**config.mk**
```make
export PLATFORM = sky130hd
export DESIGN_NAME = cc_goal_status_tracker
export DESIGN_NICKNAME = d
export VERILOG_FILES = /design/src/rtl/cc_goaltracker_pkg.sv /design/src/rtl/cc_goaltracker_slot_check.sv /design/src/rtl/cc_goal_status_tracker.sv
export SDC_FILE = /design/constraint.sdc
export NUM_CORES = 1
export LEC_CHECK = 0
export ABC_AREA = 1
export CAP_MARGIN = 20
export CORE_MARGIN = 2
export CORE_UTILIZATION = 35
export DETAILED_ROUTE_END_ITERATION = 6
export HOLD_SLACK_MARGIN = 0.02
export PLACE_DENSITY = 0.67
export SETUP_SLACK_MARGIN = 0.4
export SLEW_MARGIN = 15
export SYNTH_ARGS = -nofsm -noshare
export SYNTH_HDL_FRONTEND = slang
export SYNTH_SLANG_ARGS = --single-unit
```
**constraint.sdc**
```tcl
create_clock -name CC_GOALTRACKER_CLOCK_50 -period 1.55 [get_ports CC_GOALTRACKER_CLOCK_50]
set_input_delay 0.2325 -clock CC_GOALTRACKER_CLOCK_50 [delete_from_list [all_inputs] [get_ports CC_GOALTRACKER_CLOCK_50]]
set_output_delay 0.2325 -clock CC_GOALTRACKER_CLOCK_50 [all_outputs]
set_load 0.03 [all_outputs]
```
**src/rtl/cc_goaltracker_pkg.sv**
```systemverilog
// cc_goaltracker_pkg: shared state/status encoding and score constants
package cc_goaltracker_pkg;
    typedef enum logic [1:0] {
        PLAY      = 2'b00,
        HIT       = 2'b01,
        LEVEL_WIN = 2'b10,
        GAME_OVER = 2'b11
    } state_e;
    localparam int SCORE_W    = 16;
    localparam int SCORE_GOAL = 10;
    localparam int SCORE_WIN  = 50;
endpackage

```
**src/rtl/cc_goaltracker_slot_check.sv**
```systemverilog
// cc_goaltracker_slot_check: combinational row/goal classification for the frog
// Ports: frog_i (one-hot column), obstacle_i (row occupancy), goals_i (filled slots);
//        collision_o, bad_slot_o (not a goal column), occupied_o (slot already filled),
//        all_filled_o (filling this column completes GOAL_MASK)
module cc_goaltracker_slot_check #(
    parameter int                   DATAWIDTH = 8,
    parameter logic [DATAWIDTH-1:0] GOAL_MASK = 8'b01010101
) (
    input  logic [DATAWIDTH-1:0] frog_i,
    input  logic [DATAWIDTH-1:0] obstacle_i,
    input  logic [DATAWIDTH-1:0] goals_i,
    output logic                 collision_o,
    output logic                 bad_slot_o,
    output logic                 occupied_o,
    output logic                 all_filled_o
);
    assign collision_o  = |(frog_i & obstacle_i);
    assign bad_slot_o   = (frog_i & GOAL_MASK) == '0;
    assign occupied_o   = |(frog_i & goals_i);
    assign all_filled_o = (goals_i | frog_i) == GOAL_MASK;
endmodule

```
**src/rtl/cc_goal_status_tracker.sv**
```systemverilog
// cc_goal_status_tracker: per-frame goal/lives/level tracker driving registered game status
// Ports: clock, sync active-high reset, frame tick, frog/obstacle rows, atGoal, restart;
//        status (00 PLAY, 01 HIT, 10 LEVEL_WIN, 11 GAME_OVER), goals, lives, level, respawn pulse.
// Optional: CC_GOALTRACKER_SCORE_EN adds a saturating 16-bit score output.
module cc_goal_status_tracker
    import cc_goaltracker_pkg::*;
#(
    parameter int                   DATAWIDTH  = 8,
    parameter logic [DATAWIDTH-1:0] GOAL_MASK  = 8'b01010101,
    parameter int                   LIVES_INIT = 3,
    parameter int                   LIVES_W    = 2,
    parameter int                   HIT_HOLD   = 4,
    parameter int                   LEVEL_W    = 4
) (
    input  logic                 CC_GOALTRACKER_CLOCK_50,
    input  logic                 CC_GOALTRACKER_RESET_InHigh,
    input  logic                 CC_GOALTRACKER_tick_In,
    input  logic [DATAWIDTH-1:0] CC_GOALTRACKER_frogRow_InBUS,
    input  logic [DATAWIDTH-1:0] CC_GOALTRACKER_obstacleRow_InBUS,
    input  logic                 CC_GOALTRACKER_atGoal_In,
    input  logic                 CC_GOALTRACKER_restart_In,
    output logic [1:0]           CC_GOALTRACKER_status_OutBUS,
    output logic [DATAWIDTH-1:0] CC_GOALTRACKER_goals_OutBUS,
    output logic [LIVES_W-1:0]   CC_GOALTRACKER_lives_OutBUS,
    output logic [LEVEL_W-1:0]   CC_GOALTRACKER_level_OutBUS,
`ifdef CC_GOALTRACKER_SCORE_EN
    output logic [SCORE_W-1:0]   CC_GOALTRACKER_score_OutBUS,
`endif
    output logic                 CC_GOALTRACKER_respawn_Out
);
    localparam int HOLD_W = $clog2(HIT_HOLD + 1);

    state_e               state_q, state_d;
    logic [DATAWIDTH-1:0] goals_q, goals_d;
    logic [LIVES_W-1:0]   lives_q, lives_d;
    logic [LEVEL_W-1:0]   level_q, level_d;
    logic [HOLD_W-1:0]    hold_q, hold_d;
    logic                 respawn_q, respawn_d;
    logic                 collision, bad_slot, occupied, all_filled, play_tick, goal_try, hit, fill;

    wire clk = CC_GOALTRACKER_CLOCK_50;
    wire rst = CC_GOALTRACKER_RESET_InHigh;

    cc_goaltracker_slot_check #(
        .DATAWIDTH (DATAWIDTH),
        .GOAL_MASK (GOAL_MASK)
    ) u_slot_check (
        .frog_i       (CC_GOALTRACKER_frogRow_InBUS),
        .obstacle_i   (CC_GOALTRACKER_obstacleRow_InBUS),
        .goals_i      (goals_q),
        .collision_o  (collision),
        .bad_slot_o   (bad_slot),
        .occupied_o   (occupied),
        .all_filled_o (all_filled)
    );

    // An empty frog row never counts as a goal attempt, even on the goal row.
    assign play_tick = state_q == PLAY && CC_GOALTRACKER_tick_In;
    assign goal_try  = CC_GOALTRACKER_atGoal_In && |CC_GOALTRACKER_frogRow_InBUS;
    assign hit       = play_tick && (collision || (goal_try && (bad_slot || occupied)));
    assign fill      = play_tick && !hit && goal_try;

    always_comb begin
        state_d   = state_q;
        goals_d   = goals_q;
        lives_d   = lives_q;
        level_d   = level_q;
        hold_d    = hold_q;
        respawn_d = 1'b0;
        case (state_q)
            PLAY: begin
                if (hit) begin
                    lives_d = lives_q - 1'b1;
                    hold_d  = HOLD_W'(HIT_HOLD);
                    state_d = lives_q == LIVES_W'(1) ? GAME_OVER : HIT;
                end else if (fill) begin
                    goals_d   = goals_q | CC_GOALTRACKER_frogRow_InBUS;
                    respawn_d = 1'b1;
                    state_d   = all_filled ? LEVEL_WIN : PLAY;
                end
            end
            HIT: begin
                if (CC_GOALTRACKER_tick_In) begin
                    hold_d = hold_q <= HOLD_W'(1) ? '0 : hold_q - 1'b1;
                    if (hold_q <= HOLD_W'(1)) begin
                        state_d   = PLAY;
                        respawn_d = 1'b1;
                    end
                end
            end
            LEVEL_WIN: begin
                if (CC_GOALTRACKER_restart_In) begin
                    goals_d   = '0;
                    level_d   = &level_q ? level_q : level_q + 1'b1;
                    respawn_d = 1'b1;
                    state_d   = PLAY;
                end
            end
            GAME_OVER: begin
                if (CC_GOALTRACKER_restart_In) begin
                    goals_d   = '0;
                    lives_d   = LIVES_W'(LIVES_INIT);
                    level_d   = '0;
                    respawn_d = 1'b1;
                    state_d   = PLAY;
                end
            end
            default: state_d = PLAY;
        endcase
    end

    always_ff @(posedge clk) begin
        if (rst) begin
            state_q   <= PLAY;
            goals_q   <= '0;
            lives_q   <= LIVES_W'(LIVES_INIT);
            level_q   <= '0;
            hold_q    <= '0;
            respawn_q <= 1'b0;
        end else begin
            state_q   <= state_d;
            goals_q   <= goals_d;
            lives_q   <= lives_d;
            level_q   <= level_d;
            hold_q    <= hold_d;
            respawn_q <= respawn_d;
        end
    end

    assign CC_GOALTRACKER_status_OutBUS = state_q;
    assign CC_GOALTRACKER_goals_OutBUS  = goals_q;
    assign CC_GOALTRACKER_lives_OutBUS  = lives_q;
    assign CC_GOALTRACKER_level_OutBUS  = level_q;
    assign CC_GOALTRACKER_respawn_Out   = respawn_q;

`ifdef CC_GOALTRACKER_SCORE_EN
    logic [SCORE_W-1:0] score_q, score_d;
    logic [SCORE_W:0]   score_sum;

    // One extra carry bit detects overflow so the score clamps at all-ones.
    always_comb begin
        score_sum = {1'b0, score_q} + (SCORE_W+1)'(fill ? (all_filled ? SCORE_GOAL + SCORE_WIN : SCORE_GOAL) : 0);
        score_d   = (state_q == GAME_OVER && CC_GOALTRACKER_restart_In) ? '0 :
                    score_sum[SCORE_W] ? '1 : score_sum[SCORE_W-1:0];
    end

    always_ff @(posedge clk) begin
        if (rst) score_q <= '0;
        else     score_q <= score_d;
    end

    assign CC_GOALTRACKER_score_OutBUS = score_q;
`endif
endmodule

```
**After elaboration in Yosys (flattened, before gate mapping)**

Index checks and enable logic that the tools add are counted.

- Word-level logic and storage cells: 82
- Bits of input ports: 21
- Output and inout bits: 17
- Register bits after elaboration: 20

- Reduce and logical (&&, ||, !) cells: 25
- Add/subtract/negate cells: 3
- Multiplexer cells: 29
- Magnitude comparators: 1
- Equality and inequality tests: 15
- Bitwise gates (word level): 3

Operators by type and width:

| cell | count |
|---|---|
| 2-to-1 mux 8 bit | 3 |
| OR reduction 8 bit | 3 |
| 2-to-1 mux 2 bit | 9 |
| bitwise AND 8 bit | 2 |
| != test 2 bit, second input constant | 8 |
| case mux 8 bit (2 select lines) | 1 |
| AND reduction 4 bit | 4 |
| 2-to-1 mux 4 bit | 3 |
| 2-to-1 mux 3 bit | 3 |
| equality test 8 x 7 -> 1 bit, second input constant | 1 |
| logical NOT 8 bit | 1 |
| OR 8 bit | 1 |
| case mux 4 bit (2 select lines) | 1 |
| nonzero test 2 bit | 4 |
| logical AND 1 bit | 6 |
| case mux 2 bit (3 select lines) | 1 |
| case mux 3 bit (2 select lines) | 1 |
| AND reduction 3 bit | 2 |
| 2-to-1 mux 1 bit | 5 |
| adder 4 x 1 -> 4 bit, second input constant | 1 |
| equality test 2 x 1 -> 1 bit, second input constant | 2 |
| equality test 2 bit, second input constant | 2 |
| case mux 2 bit (2 select lines) | 1 |
| <= comparator 3 x 1 -> 1 bit, second input constant | 1 |
| other kinds (9) | 10 |

**Longest topological paths before layout**

- Depth in word-level cells: 12
- Depth in mapped cells: 12
- Mapped depth without buffers: 12

**Modules after synthesis**

Synthesis repeated with hierarchy kept, for this count alone.

- Cell total of the unflattened synthesis: 206
- Area total of the unflattened synthesis: 1,282.5 sq um

Modules (own cells, without submodules):

| module | cells an instance | times used | sequential area each (sq um) | area each (sq um) |
|---|---|---|---|---|
| cc_goal_status_tracker | 151 | 1 | 400.4 | 1,072.3 |
| cc_goaltracker_slot_check | 55 | 1 | 0.0 | 210.2 |

**Least setup slack after synthesis**

OpenSTA, ideal clock, no wires.

- Path type: register to register
- From: register state_q[0] (netlist: CC_GOALTRACKER_status_OutBUS[0])
- To: register state_q[1] (netlist: CC_GOALTRACKER_status_OutBUS[1])
- Path slack: -47 ps
- Stages on the path, launching flop included: 10
- Setup time: 113 ps
- Clock period less this slack: 1,597 ps
- Required time: 1,437 ps
- Arrival time: 1,484 ps
- Path buffers: 0
- Cell sequence: dfxtp_1 inv_1 nor2_1 inv_1 o21ai_0 inv_1 nand2_1 nand2_1 nand2_1 nor2_1

- Word-level cells in the longest chain between the ends: 8
- Elaborated cells between the ends (all ways): 17
- Classes of those cells: 7 x eq/ne; 2 x mux; 8 x reduce/logical

RTL lines:

| element | line | source |
|---|---|---|
| from (decl) | cc_goal_status_tracker.sv:33 | `state_e state_q, state_d;` |
| from (signal assigned) | cc_goal_status_tracker.sv:121 | `state_q <= state_d;` |
| logical NOT 2 bit | cc_goal_status_tracker.sv:58, cc_goal_status_tracker.sv:70 |  |
| logical AND 1 bit | cc_goal_status_tracker.sv:58 | `assign play_tick = state_q == PLAY && CC_GOALTRACKER_tick_In;` |
| logical AND 1 bit | cc_goal_status_tracker.sv:60 | `assign hit = play_tick && (collision \|\| (goal_try && (bad_slot \|\| occupied)));` |
| logical NOT 1 bit | cc_goal_status_tracker.sv:61 | `assign fill = play_tick && !hit && goal_try;` |
| logical AND 1 bit (2 in a row) | cc_goal_status_tracker.sv:61 |  |
| != test 3 bit (no source line) | -- |  |
| AND reduction 4 bit (no source line) | -- |  |

Several ways; a longest one is shown, not always the timed one.
A chain may end at the register's enable or synchronous reset.

**Worst setup path after layout**

- From: register goals_q[6] (netlist: CC_GOALTRACKER_goals_OutBUS[6])
- To: register state_q[1] (netlist: CC_GOALTRACKER_status_OutBUS[1])

- Word-level cells in the longest chain between the ends: 11
- Elaborated cells between the ends (all ways): 17
- Classes of those cells: 2 x eq/ne; 4 x mux; 2 x bitwise; 9 x reduce/logical

RTL lines:

| element | line | source |
|---|---|---|
| from (decl) | cc_goal_status_tracker.sv:34 | `logic [DATAWIDTH-1:0] goals_q, goals_d;` |
| from (signal assigned) | cc_goal_status_tracker.sv:122 | `goals_q <= goals_d;` |
| bitwise AND 8 bit | cc_goaltracker_slot_check.sv:19 | `assign occupied_o = \|(frog_i & goals_i);` |
| OR reduction 8 bit | cc_goaltracker_slot_check.sv:19 |  |
| logical OR 1 bit | cc_goal_status_tracker.sv:60 |  |
| logical AND 1 bit | cc_goal_status_tracker.sv:60 |  |
| logical OR 1 bit | cc_goal_status_tracker.sv:60 |  |
| logical AND 1 bit | cc_goal_status_tracker.sv:60 |  |
| logical NOT 1 bit | cc_goal_status_tracker.sv:61 |  |
| logical AND 1 bit (2 in a row) | cc_goal_status_tracker.sv:61 |  |
| != test 3 bit (no source line) | -- |  |
| AND reduction 4 bit (no source line) | -- |  |

Several ways; a longest one is shown, not always the timed one. The select of a mux whose other input is x is not followed.

==> results.sh <==
export IMPL_ctsHoldBuffers=0
export IMPL_path_clk_slew_ns=0.11
export IMPL_worst_clock_skew_ns=0.004048
export IMPL_area_growth_syn_to_layout_pct=80.84
export IMPL_drc=0
export IMPL_synth_seq_cells=20
export IMPL_cts_made_buffers=3
export IMPL_synthArstFlopShare_pct=0
export IMPL_hold_class="flop to flop"
export IMPL_r2r_setup_slack_ns=0.11
export IMPL_synth_area_leaders="dfxtp_1 (35%), nand2_1 (14%), nor2_1 (7.5%), nand3_1 (6.1%), inv_1 (5.5%)"
export IMPL_dp_slack_ns=-0.3704
export IMPL_routed_wl_met2_um=2046
export IMPL_dr_wl_met3_um=165
export IMPL_relSlewSlack_pct=73.11
export IMPL_rsz0062_at_grt="yes"
export IMPL_powerDensity_nw_per_um2=1196
export IMPL_tritoncts="built"
export IMPL_synth_most_common_cell="nand2_1"
export IMPL_clk_latency_ns=0.31
export IMPL_synth_top_area_share_pct=34.63
export IMPL_netlist_area_um2=1156
export IMPL_cp_data_arrival_time_ns=1.65
export IMPL_avgSynthCellArea_um2=6.683
export IMPL_synth_top_area_cell="dfxtp_1"
export IMPL_fmax_mhz=696.8
export IMPL_placed_area_um2=1740
export IMPL_syn_inst=173
export IMPL_fin_setup_tns_ns=0
export IMPL_synth_edf_count=0
export IMPL_synth_distinct_cells=27
export IMPL_fin_ws_ns=0.1148
export IMPL_start_util_pct=37.26
export IMPL_io_pins=38
export IMPL_p_leak_nw=0.9316
export IMPL_synth_fp_nets=197
export IMPL_drive_above_1_share_pct=49.18
export IMPL_ant_nets=0
export IMPL_synth_ff_type="dfxtp_1"
export IMPL_path_class="flop to flop"
export IMPL_final_nets=269
export IMPL_dp_hpwl_um=2527
export IMPL_totalWireLength_um=3966
export IMPL_worst_setup_path_start_kind="flop"
export IMPL_finalWeightedCongestion=0.7952
export IMPL_cts_root_buf="clkbuf_4"
export IMPL_grt_pass1_vias=1336
export IMPL_first_pass_iters=4
export IMPL_gr_total_overflow=0
export IMPL_clock_sinks=20
export IMPL_drv_cap=0
export IMPL_clockBufferDepth=2
export IMPL_vias=1407
export IMPL_coreArea_um2=3103
export IMPL_crit_required_ns=1.76
export IMPL_end_kind="flop"
export IMPL_grt_max_degree=12
export IMPL_wl_per_cell_um=13.77
export IMPL_ys_seq_area_share_pct=34.63
export IMPL_timing_final_crit_share_pct=92.60
export IMPL_path_max_fanout=8
export IMPL_highest_signal_layer="met4"
export IMPL_finalCriticalPeriod_ns=1.435
export IMPL_grt_usage_pct=21.22
export IMPL_fp_row_count=20
export IMPL_fin_area_um2=2091
export IMPL_fp_dieH_um=61.48
export IMPL_worstMarginPinSlew_ns=0.4029
export IMPL_die_area_um2=3779
export IMPL_grt_first_pass_wirelength_um=6009
export IMPL_worst_hold_slack_ns=0.5125
export IMPL_drtIter0Drc=50
export IMPL_finalSetupViolCount=0
export IMPL_yosys_top_cells_count="nand2_1 (44), nor2_1 (23), dfxtp_1 (20), inv_1 (17), nand3_1 (14)"
export IMPL_ys_warnings_count=0
export IMPL_htree_levels=1
export IMPL_met1Wirelength_um=1706
export IMPL_hold_viol=0
export IMPL_slew_viol_final=0
export IMPL_io_buffers=37
export IMPL_antenna_cells=0
export IMPL_antenna_found_initial=0
export IMPL_dieWidth_um=61.48
export IMPL_avgViaCountPerCell=4.885
export IMPL_outcome="finished, final reports clean"
export IMPL_peakVddDrop_mv=0.5808
==> power by group <==
| part | leakage (nW) | switching (W) | internal (W) | total [W] |
|---|---|---|---|---|
| Combinational | 0.744 | 0.000841 | 0.000638 | 0.00148 |
| Clock | 0.0150 | 0.000161 | 0.000101 | 0.000262 |
| Sequential | 0.173 | 0.000115 | 0.000645 | 0.000759 |
==> critical path, stage by stage (launching register included) <==
cell and delay [ns]:
dfxtp_4 0.37, nand2_2 0.06, nand2_1 0.05, nor2_1 0.13
nand3_1 0.11, nand2_2 0.12, nand2_2 0.07, nand2_4 0.12
nand3_2 0.08, nand2_2 0.07, nand2_1 0.05, nand2_1 0.06
nor2_1 0.05
==> metrics by stage <==
step           power, W  instances  util, %
6_report       0.002500        288    67.38
5_1_grt        0.002652        288    67.38
4_1_cts        0.002258        282    61.41
3_5_place_dp   0.001857        264    56.09
3_3_place_gp   0.001828        264    56.09
2_1_floorplan  0.001437        173        -
==> path summary, 6_finish.rpt <==
kind,cells past startpoint,from,to
worst max register to register,12,CC_GOALTRACKER_goals_OutBUS[6],CC_GOALTRACKER_status_OutBUS[1]
worst min register to register,2,CC_GOALTRACKER_level_OutBUS[2],CC_GOALTRACKER_level_OutBUS[2]
worst max-delay path,12,CC_GOALTRACKER_goals_OutBUS[6],CC_GOALTRACKER_status_OutBUS[1]
worst min-delay path,2,CC_GOALTRACKER_level_OutBUS[2],CC_GOALTRACKER_level_OutBUS[2]
==> cell type report <==
class,count,area [um^2]
clock buffer,4,26.28
fill,271,1012
inverter,18,67.56
multi-input combinational,133,898.4
sequential,20,449.2
tap,44,55.05
timing repair buffer,69,594.3
==> layout by cell type, fill, tap and decap left out, drive strengths merged <==
cell type       n
dfxtp          20
dlygate4sd2     8
clkbuf          5
a211oi          2
nand3          15
a31oi           2
buf            48
xor2            2
nor3            1
a21oi          11
o21ai          10
nand2          50
inv            18
o211a           2
nor2           25
or2             4
a221oi          1
o22ai           1
ha              3
nand4           2
clkdlybuf4s50  12
nor4            2
==> cells by family after synthesis <==
family / share of synthesized area [%]
xor+xnor: 1.515
flops: 34.63
compound gates: 15.04
buf+inv: 7.467
fa+ha+maj: 3.247
simple gates: 38.10
==> what timing repair did <==
item | 4_1_cts | 5_1_grt
resized for setup | 120 | 50
endpoints found under the setup margin | 37 | 28
cloned | 1 | 0
pin swaps | 15 | 11
setup buffers | 13 | 6
==> routing by layer <==
layer	vias up	track usage [%]
li1	711	-
met2	31	36.02
met5	-	0
met4	0	5.471
met3	6	4.412
met1	659	27.48
==> state kept, by name (all words and copies together) (netlist names) <==
name and flops:
CC_GOALTRACKER_level_OutBUS 4, CC_GOALTRACKER_goals_OutBUS 8, CC_GOALTRACKER_lives_OutBUS 2, hold_q 3, CC_GOALTRACKER_respawn_Out 1, CC_GOALTRACKER_status_OutBUS 2
Power figures use the tool's default switching activity.
